## src/rtl/instr_fetch_unit.sv

```systemverilog
// Instruction-fetch client of the shared memory arbiter: one outstanding read,
// prefetch FIFO toward decode, redirect flushes the FIFO and retargets fetch.
module instr_fetch_unit #(
   parameter int unsigned        M_WIDTH    = 32,
   parameter int unsigned        FIFO_DEPTH = 4,
   parameter logic [M_WIDTH-1:0] RESET_PC   = '0,
   parameter logic [1:0]         MEM_ACC_32 = 2'b10
) (
   input  logic               clk,
   input  logic               rst,
   output logic               mem_req,
   output logic [M_WIDTH-1:0] mem_addr,
   output logic               mem_we,
   output logic [1:0]         mem_width,
   output logic [M_WIDTH-1:0] mem_data_out,
   input  logic [M_WIDTH-1:0] mem_data_in,
   input  logic               mem_ready,
   input  logic               redirect,
   input  logic [M_WIDTH-1:0] redirect_pc,
   output logic               instr_valid,
   output logic [M_WIDTH-1:0] instr_data,
   output logic [M_WIDTH-1:0] instr_pc,
   input  logic               instr_ready
);

   localparam int unsigned PTR_W = (FIFO_DEPTH > 1) ? $clog2(FIFO_DEPTH) : 1;
   localparam int unsigned CNT_W = $clog2(FIFO_DEPTH + 1);
   localparam logic [CNT_W-1:0] DEPTH_C = CNT_W'(FIFO_DEPTH);

   typedef enum logic [1:0] {IDLE, REQ, REL} state_t;

   state_t             state, state_nxt;
   logic               issue;
   logic               capture;
   logic               push;
   logic               pop;
   logic               drop;
   logic               can_issue;
   logic [M_WIDTH-1:0] fetch_pc;
   logic [PTR_W-1:0]   wr_ptr, rd_ptr;
   logic [CNT_W-1:0]   count;
   logic [M_WIDTH-1:0] data_mem [FIFO_DEPTH];
   logic [M_WIDTH-1:0] pc_mem   [FIFO_DEPTH];

   assign mem_we       = 1'b0;
   assign mem_width    = MEM_ACC_32;
   assign mem_data_out = '0;

   assign can_issue   = (count < DEPTH_C);
   assign capture     = (state == REQ) && mem_ready;
   assign push        = capture && !drop && !redirect;
   assign instr_valid = (count != '0);
   assign pop         = instr_valid && instr_ready && !redirect;
   assign instr_data  = data_mem[rd_ptr];
   assign instr_pc    = pc_mem[rd_ptr];

   always_ff @(posedge clk) begin
      if (rst) state <= IDLE;
      else     state <= state_nxt;
   end

   always_comb begin
      state_nxt = state;
      issue     = 1'b0;
      case (state)
         IDLE: begin
            if (can_issue) begin
               issue     = 1'b1;
               state_nxt = REQ;
            end
         end
         REQ: begin
            if (mem_ready) state_nxt = REL;
         end
         REL: begin
            if (can_issue) begin
               issue     = 1'b1;
               state_nxt = REQ;
            end else begin
               state_nxt = IDLE;
            end
         end
         default: state_nxt = IDLE;
      endcase
   end

   // A redirect coinciding with an issue targets the new PC directly, so the
   // stale fetch_pc is never requested.
   always_ff @(posedge clk) begin
      if (rst) begin
         mem_req  <= 1'b0;
         mem_addr <= RESET_PC;
      end else if (issue) begin
         mem_req  <= 1'b1;
         mem_addr <= redirect ? redirect_pc : fetch_pc;
      end else if (capture) begin
         mem_req  <= 1'b0;
      end
   end

   always_ff @(posedge clk) begin
      if (rst) begin
         fetch_pc <= RESET_PC;
         drop     <= 1'b0;
      end else begin
         if (redirect)  fetch_pc <= redirect_pc;
         else if (push) fetch_pc <= mem_addr + M_WIDTH'(4);
         // The in-flight read cannot be aborted, so its data is marked stale.
         if (capture)                       drop <= 1'b0;
         else if (redirect && state == REQ) drop <= 1'b1;
      end
   end

   always_ff @(posedge clk) begin
      if (rst) begin
         wr_ptr <= '0;
         rd_ptr <= '0;
         count  <= '0;
      end else if (redirect) begin
         wr_ptr <= '0;
         rd_ptr <= '0;
         count  <= '0;
      end else begin
         if (push) wr_ptr <= wr_ptr + 1'b1;
         if (pop)  rd_ptr <= rd_ptr + 1'b1;
         case ({push, pop})
            2'b10:   count <= count + 1'b1;
            2'b01:   count <= count - 1'b1;
            default: count <= count;
         endcase
      end
   end

   always_ff @(posedge clk) begin
      if (push) begin
         data_mem[wr_ptr] <= mem_data_in;
         pc_mem[wr_ptr]   <= mem_addr;
      end
   end

endmodule
```

## config.mk

```make
export PLATFORM = sky130hd
export DESIGN_NAME = instr_fetch_unit
export DESIGN_NICKNAME = d
export VERILOG_FILES = /design/src/rtl/instr_fetch_unit.sv
export SDC_FILE = /design/constraint.sdc
export NUM_CORES = 1
export LEC_CHECK = 0
export CORE_MARGIN = 2
export CORE_UTILIZATION = 35
export DETAILED_ROUTE_END_ITERATION = 12
export PLACE_DENSITY = 0.68
export SETUP_SLACK_MARGIN = 0.02
export SYNTH_ARGS = -nofsm -noshare
export SYNTH_HDL_FRONTEND = slang
export SYNTH_SLANG_ARGS = --single-unit
```

## constraint.sdc

```tcl
create_clock -name clk -period 3.5 [get_ports clk]
set_input_delay 0.7 -clock clk [delete_from_list [all_inputs] [get_ports clk]]
set_output_delay 0.7 -clock clk [all_outputs]
set_load 0.03 [all_outputs]
```

-- After elaboration in Yosys (flattened, before gate mapping)
Memories as Yosys holds them, arrays and structs flattened. A register that Yosys moved wholly into a read port is not among the register bits.
Index checks and enable logic that the tools add are counted.
- add/sub/neg operators: 5
- order comparisons: 1
- reduce and logical (&&, ||, !) cells: 17
- multiplexer cells: 18
- equality and inequality tests: 6
- operators by type and width (cell ; number):
    $mux W32 ; 3
    $add A32 B3 Y32 const B ; 1
    $mux W2 ; 6
    $mux W1 ; 7
    $logic_and A1 B1 Y1 ; 6
    $pmux W2 S3 ; 1
    $pmux W3 S2 ; 1
    $reduce_bool A2 Y1 ; 3
    $reduce_or A2 Y1 ; 3
    $add A2 B1 Y2 const B ; 2
    $eq A2 B1 Y1 const B ; 2
    $eq A2 B2 Y1 const B ; 2
    $ne A2 B2 Y1 const B ; 2
    $add A3 B1 Y3 const B ; 1
    $lt A3 B3 Y1 const B ; 1
    $reduce_bool A3 Y1 ; 1
    $sub A3 B1 Y3 const B ; 1
    $logic_not A1 Y1 ; 2
    $logic_not A2 Y1 ; 1
    $reduce_and A2 Y1 ; 1
- logic and storage cells: 57
- memories: 2
- bits in registers: 75
- RAM bits: 256
- memory list (memory ; depth ; width ; read ports ; clocked after Yosys merged registers in ; wr ports ; RTL line ; text):
    data_mem ; 4 ; 32 ; 1 ; 1 ; 1 ; 42 ; logic [M_WIDTH-1:0] data_mem [FIFO_DEPTH];
    pc_mem ; 4 ; 32 ; 1 ; 1 ; 1 ; 43 ; logic [M_WIDTH-1:0] pc_mem [FIFO_DEPTH];

-- Logic depth before layout (Yosys ltp)
Gate-level depths: netlist of run 1.
- depth after elaboration: 6
- mapped depth: 11
- gate-level depth less buffers: 9

-- Worst setup path after synthesis of run 1
OpenSTA, ideal clock, no wires.
- kind: input to register
- from: input mem_ready
- to: memory data_mem[0][0] (enable)
- library setup time: 0.429 ns
- path slack: 0.234 ns
- stages: 5
- data required time: 3.071 ns
- buffers on the path: 2
- data arrival time: 2.837 ns
- path through: and4bb_1 -> buf_2 -> nor2b_1 -> buf_2 -> and2_1
- longest elaborated chain between the ends: 5
- RTL lines (item ; RTL line ; text):
    from (decl) ; 17 ; input logic mem_ready,
    $logic_and A1 B1 Y1 ; 50 ; assign capture = (state == REQ) && mem_ready;
    $logic_and A1 B1 Y1 (2 in series) ; 51 ; assign push = capture && !drop && !redirect;
    $mux W1 ; 135 ; if (push) begin
    $mux W1 (not written as such) ; 136 ; data_mem[wr_ptr] <= mem_data_in;
    to (decl) ; 42 ;
No other way between the ends.

==> reports/qor.txt, run 1 <==
Gr usage total = 15.2%
Vias in the first global route = 7,560
Post-synth top area share = 57.8%
Crit path kind = reg2out
Worst-skew pair later-pin latency = 0.52 ns
Mapped Area = 13,300 sq um
Drt pass-1 iters = 5
Post-synthesis register bit count = 333
Num rows = 71
Number of max-cap violations = 0
Gpl congestion = 0.760
Setup TNS = 0 ns
Drt wl/cell = 19.8 um
Slew Limit Headroom = 41.9%
Largest cells by area after synthesis = edfxtp_1 (58%), dfxtp_1 (12%), mux4_2 (11%)
Inst Count DP = 1,455
R2R Setup Slk = 1.29 ns
Port bufs = 166
Top FF cell, synth = edfxtp_1
Initial Util = 35.5%
Worst vdd ir = 0.328 mV
Finished Layout Cells = 1,520
Initial DRC count = 531
DR vias/cell = 4.91
Register-to-Register Path Depth = 5
Mean Syn Cell Area = 16.5 sq um
Number of flops mapped to enable cells by yosys = 256
CP top delay family = buffers and inverters
CTS resizes = 0
Final period util = 95.2%
Worst reg2reg path endpoint = fetch_pc[31]$_SDFFE_PP0P_
Crit path DAT = 2.63 ns
Min-delay src = fetch_pc[2]$_SDFFE_PP0P_
Routed Antenna Nets = 0
Compound-Gate Fraction of Synth Area = 5.45%
Largest family of logic cells by synthesized area = multiplexers
Critical Path RT = 2.80 ns
Worst hold-check path type = reg2reg
Filler instances = 3,360
RSZ-0062 raised after global routing = false
Die area = 39,600 sq um
Tightest Pin Transition = 0.872 ns
DRT Wirelength = 30.0 mm
Largest area contributor in the netlist = edfxtp_1
Commonest non-fill, non-tap cell in the layout = edfxtp_1
Post-Synth Simple-Gate Area = 5.50%
Chip Width = 199 um
Global route total overflow = 0
Sink Count = 333
Initial antenna violation count = 3
Largest net degree at the start of global routing = 65
Num ports = 202
Cts hold-fix bufs = 0
Post-Synth XOR/XNOR Area = 2.11%
Worst flop-to-flop path startpoint = mem_addr[12]$_SDFFE_PP0P_
PD cells = 521 nW/um^2
CORE AREA = 37,500 sq um
CP max stage delay = 0.62 ns
First-pass GRT wire length = 45.6 mm
Asr flop ratio synth = 0%
Clock skew = 0.0176 ns
Crit-path max FO = 32
Final Hold Vio Count = 0
Crit start category = flop
Type of element capturing the critical path = primary output
Final setup violation count = 0
CTS clk-pin slew, worst paths = 0.06 ns
CTS tree = built
Hold Path Depth = 2
Clock root buffer = clkbuf_16
Fin. max-slew vios = 0
Yosys Warn Count = 0
WHS Endpoint = mem_addr[2]$_SDFFE_PP0P_
Adder-cell share of the synthesized area = 0.715%
H-Tree Level Count = 2
Dpl hpwl = 19.5 mm
Seq/Total Area, Yosys = 69.4%
Leakage = 5.45 nW
Setup Fix Bufs, Post-CTS = 0
FMAX = 300 MHz
Critical path's slowest cell = clkdlybuf4s50_1
Die height = 199 um
Most frequent cells in the layout = edfxtp_1 (256), clkdlybuf4s50_1 (164), dfxtp_1 (75), nor2_1 (68), mux4_2 (64)
DRC = 0
Area growth from synthesis to layout = 25.2%
Area after DPL = 15,500 sq um
Vias = 7,458
CTS max path bufs = 3
Cells after synthesis = 807
WP buf/inv = 2
Post-synth cell types = 47
Num CTS Buffers = 36
Proportion of synthesized area in mux cells = 12.9%
Ratio of cells with drive above 1 in the final layout = 15.5%
Final Critical Period = 3.33 ns
Status = complete, no violations
Final instance area = 16,600 sq um
Cell Chain, Critical Path = buf_12 > mux4_2 > clkdlybuf4s50_1
Fin nets = 1,058
worst max-delay path by stage:
stage | endpoint | slack (ns) | depth (start not counted) | from
6_report | instr_pc[13] | 0.17 | 3 | flop
4_1_cts | instr_pc[13] | 0.12 | 3 | flop
5_1_grt | instr_pc[13] | 0.04 | 3 | flop
3_5_place_dp | data_mem[3][17]$_DFFE_PP_ | 0.54 | 6 | mem_ready
2_1_floorplan | data_mem[0][0]$_DFFE_PP_ | 0.23 | 5 | mem_ready
3_3_place_gp | data_mem[0][17]$_DFFE_PP_ | 0.59 | 6 | mem_ready
per-layer routing:
metal / up-vias / share of wire [%] / global-route usage, %
met3: 38 / 6.8 / 4.12
met4: 4 / 1.3 / 3.26
met1: 3767 / 44 / 20.5
met2: 215 / 48 / 24.7
met5: - / 0.10 / 0
li1: 3434 / - / -
power breakdown:
part	internal [mW]	leakage, nW	switching (mW)	total [mW]
registers	4.35	2.97	0.112	4.47
logic	0.274	1.94	0.383	0.657
clock network	2.07	0.546	1.47	3.54
total	6.69	5.45	1.97	8.66
flip-flops by register name (all words and copies together) (netlist names), named ones only:
| register | flops |
|---|---|
| count | 3 |
| mem_addr | 32 |
| state | 2 |
| data_mem | 128 |
| fetch_pc | 32 |
| mem_req | 1 |
| pc_mem | 128 |
| wr_ptr | 2 |
| rd_ptr | 2 |
| drop | 1 |
metrics by stage:
| stage | hold WS, ns | util, % | power, mW | worst slack [ns] |
|---|---|---|---|---|
| CTS | 0.498 | 44.4 | 8.76 | 0.122 |
| finish | 0.497 | 44.4 | 8.66 | 0.168 |
| global placement | 0.477 | 41.4 | 5.20 | 0.586 |
| floorplan | 0.467 | - | 4.93 | 0.234 |
| detailed placement | 0.489 | 41.4 | 5.21 | 0.537 |
| global route | 0.519 | 44.4 | 8.98 | 0.0390 |
Yosys cell counts, drive strengths merged (2+ instances only):
master,n
nand4,10
clkbuf,28
nand3,14
buf,55
ha,6
edfxtp,256
conb,2
a211oi,26
mux4,64
a211o,7
inv,12
xor2,25
xnor2,7
a311oi,8
or3,3
dfxtp,77
a21oi,18
nand2b,9
a22oi,19
nor4,6
nand2,18
and2,4
o22ai,18
nor2,69
and3,2
nor3,5
mux2i,27
nor2b,2
o21ai,3
tightest hold or removal path: stages, from the launching register on:
cell and delay [ns]:
dfxtp_1 0.31, nand2b_1 0.06, a311oi_1 0.08
logic make-up after synthesis:
kind of cell,after synthesis
AOI/OAI and AO/OA,102
adders and majority gates,7
DFF,333
muxes,91
xor gates and xnor gates,32
buffers and inverters,95
and+or+nand+nor,145
other,2
final cells by class:
class	count	area (sq um)	share of cell area, %
flip-flops and latches	333	9240	55.5
clock inverters	16	121	0.730
diodes	2	5.00	0.0301
clock buffers	47	985	5.92
repair buffers	187	1910	11.5
inverters	12	45.0	0.271
well taps	511	639	3.84
multi-input cells	412	3690	22.2
(Power assumes the default switching activity.)
==> inputs of run 2 (changes only) <==
- CELL_PAD_IN_SITES_DETAIL_PLACEMENT: unset -> 0
- CELL_PAD_IN_SITES_GLOBAL_PLACEMENT: unset -> 1
- PLACE_DENSITY: 0.68 -> 0.76
==> reports/qor.txt, run 2 (synthesized netlist as in run 1, its figures left out) <==
Area after DPL = 15,500 sq um
CP top delay family = buffers and inverters
Hold Path Depth = 2
Vias in the first global route = 7,270
CTS clk-pin slew, worst paths = 0.06 ns
Largest registers = data_mem (128), pc_mem (128)
CORE AREA = 37,500 sq um
Initial DRC count = 462
Logic pwr share = 7.4%
Initial antenna violation count = 5
Crit-path max FO = 29
Setup TNS = 0 ns
CP max stage delay = 0.62 ns
Layout Utilization = 44.5%
WHS Endpoint = mem_addr[11]$_SDFFE_PP0P_
Sink Count = 333
Commonest non-fill, non-tap cell in the layout = edfxtp_1
Global route total overflow = 0
Gpl congestion = 0.730
Fin nets = 1,060
CTS max path bufs = 3
Worst hold-check path type = reg2reg
Slew Limit Headroom = 45.2%
Worst reg2reg path endpoint = fetch_pc[31]$_SDFFE_PP0P_
Gr usage total = 15.2%
Die area = 39,600 sq um
Num ports = 202
Critical path's slowest cell = clkdlybuf4s50_1
Worst flop-to-flop path startpoint = mem_addr[12]$_SDFFE_PP0P_
Drt pass-1 iters = 4
Worst vdd ir = 0.318 mV
Number of max-cap violations = 0
CTS resizes = 0
H-Tree Level Count = 2
WP buf/inv = 2
Num CTS Buffers = 35
P_int = 6.80 mW
Chip Width = 199 um
PD cells = 524 nW/um^2
DRC = 0
DRT Wirelength = 30.0 mm
Area growth from synthesis to layout = 25.6%
Final setup violation count = 0
Crit start category = flop
Clk network pwr share = 41.5%
Status = complete, no violations
Critical Path RT = 2.80 ns
Reg power frac = 51.1%
Filler instances = 3,358
Most frequent cells in the layout = edfxtp_1 (256), clkdlybuf4s50_1 (164), dfxtp_1 (75), nor2_1 (68), mux4_2 (64)
FMAX = 323 MHz
Final Critical Period = 3.09 ns
Die height = 199 um
DR vias/cell = 4.86
Tightest Pin Transition = 0.822 ns
Ratio of cells with drive above 1 in the final layout = 15.4%
Num rows = 71
Worst-skew pair later-pin latency = 0.51 ns
Leakage = 5.47 nW
RSZ-0062 raised after global routing = false
Initial Util = 35.5%
Net Switching = 1.94 mW
Min-delay src = fetch_pc[11]$_SDFFE_PP0P_
Port bufs = 166
Vias = 7,405
Clock skew = 0.0163 ns
Clock root buffer = clkbuf_16
Sw Ratio = 22.2%
CTS tree = built
Dpl hpwl = 19.7 mm
Routed Antenna Nets = 0
Cell Chain, Critical Path = buf_12 > mux4_2 > clkdlybuf4s50_1
Register-to-Register Path Depth = 5
Drt wl/cell = 19.7 um
Final instance area = 16,700 sq um
Final period util = 88.3%
First-pass GRT wire length = 45.4 mm
Fin. max-slew vios = 0
Crit path DAT = 2.39 ns
R2R Setup Slk = 1.24 ns
Largest net degree at the start of global routing = 57
Final Hold Vio Count = 0
Type of element capturing the critical path = primary output
Crit path kind = reg2out
run 2: worst register-to-register path, delay by kind of cell (launching register included):
kind             cells  cell delay, ns
flip-flops           1            0.57
AO/OA/AOI/OAI        1            0.10
XOR/XNOR             1            0.19
AND/OR/NAND/NOR      3            1.26
run 2: per-stage QoR:
stage | cells | power [mW] | hold slack (ns) | worst slack [ns]
after floorplan | 840 | 4.93 | 0.467 | 0.234
after global placement | 1453 | 5.19 | 0.477 | 0.615
after detailed placement | 1453 | 5.21 | 0.489 | 0.587
after CTS | 1516 | 8.85 | 0.497 | 0.0994
after global routing | 1523 | 9.05 | 0.516 | 0.283
final | 1525 | 8.74 | 0.493 | 0.409
run 2: power by group through the flow:
stage                     registers [mW]  clock network [mW]  logic [mW]
after floorplan                     4.58                   0       0.349
after CTS                           4.47                3.73       0.653
after global routing                4.48                3.87       0.697
after detailed placement            4.56                   0       0.651
after global placement              4.55                   0       0.645
final                               4.47                3.63       0.646
run 2: area by class of cell:
type | instances | area [sq um] | share of cell area [%]
Clock buffer | 48 | 977 | 5.85
Antenna cell | 4 | 10.0 | 0.0600
Timing Repair Buffer | 190 | 1950 | 11.7
Inverter | 12 | 45.0 | 0.270
Sequential cell | 333 | 9240 | 55.3
Clock inverter | 15 | 149 | 0.892
Tap cell | 511 | 639 | 3.83
Multi-Input combinational cell | 412 | 3690 | 22.1
run 2: how the worst max path moves through the flow:
stage	startpoint	to	slack [ns]	depth (start not counted)
floorplan	mem_ready	data_mem[0][0]$_DFFE_PP_	0.23	5
global placement	mem_ready	data_mem[3][19]$_DFFE_PP_	0.61	6
detailed placement	mem_ready	count[2]$_SDFFE_PP0P_	0.59	10
CTS	flop	instr_pc[14]	0.1	3
global route	flop	instr_pc[12]	0.28	3
finish	flop	instr_pc[12]	0.41	3
run 2: what timing repair did:
item                       4_1_cts  5_1_grt
hold buffers                     0        0
buffers inserted                 0        5
setup endpoints to repair        0        1
run 2: routing by layer:
metal | GRT usage [%] | part of all wire [%] | wire length, um | up-vias
met1 | 20.4 | 44 | 13200 | 3737
met4 | 4.62 | 2.3 | 680 | 2
met2 | 24.2 | 47 | 14200 | 184
li1 | - | - | - | 3438
met3 | 4.22 | 6.6 | 1970 | 44
met5 | 0 | 0.043 | 13 | -
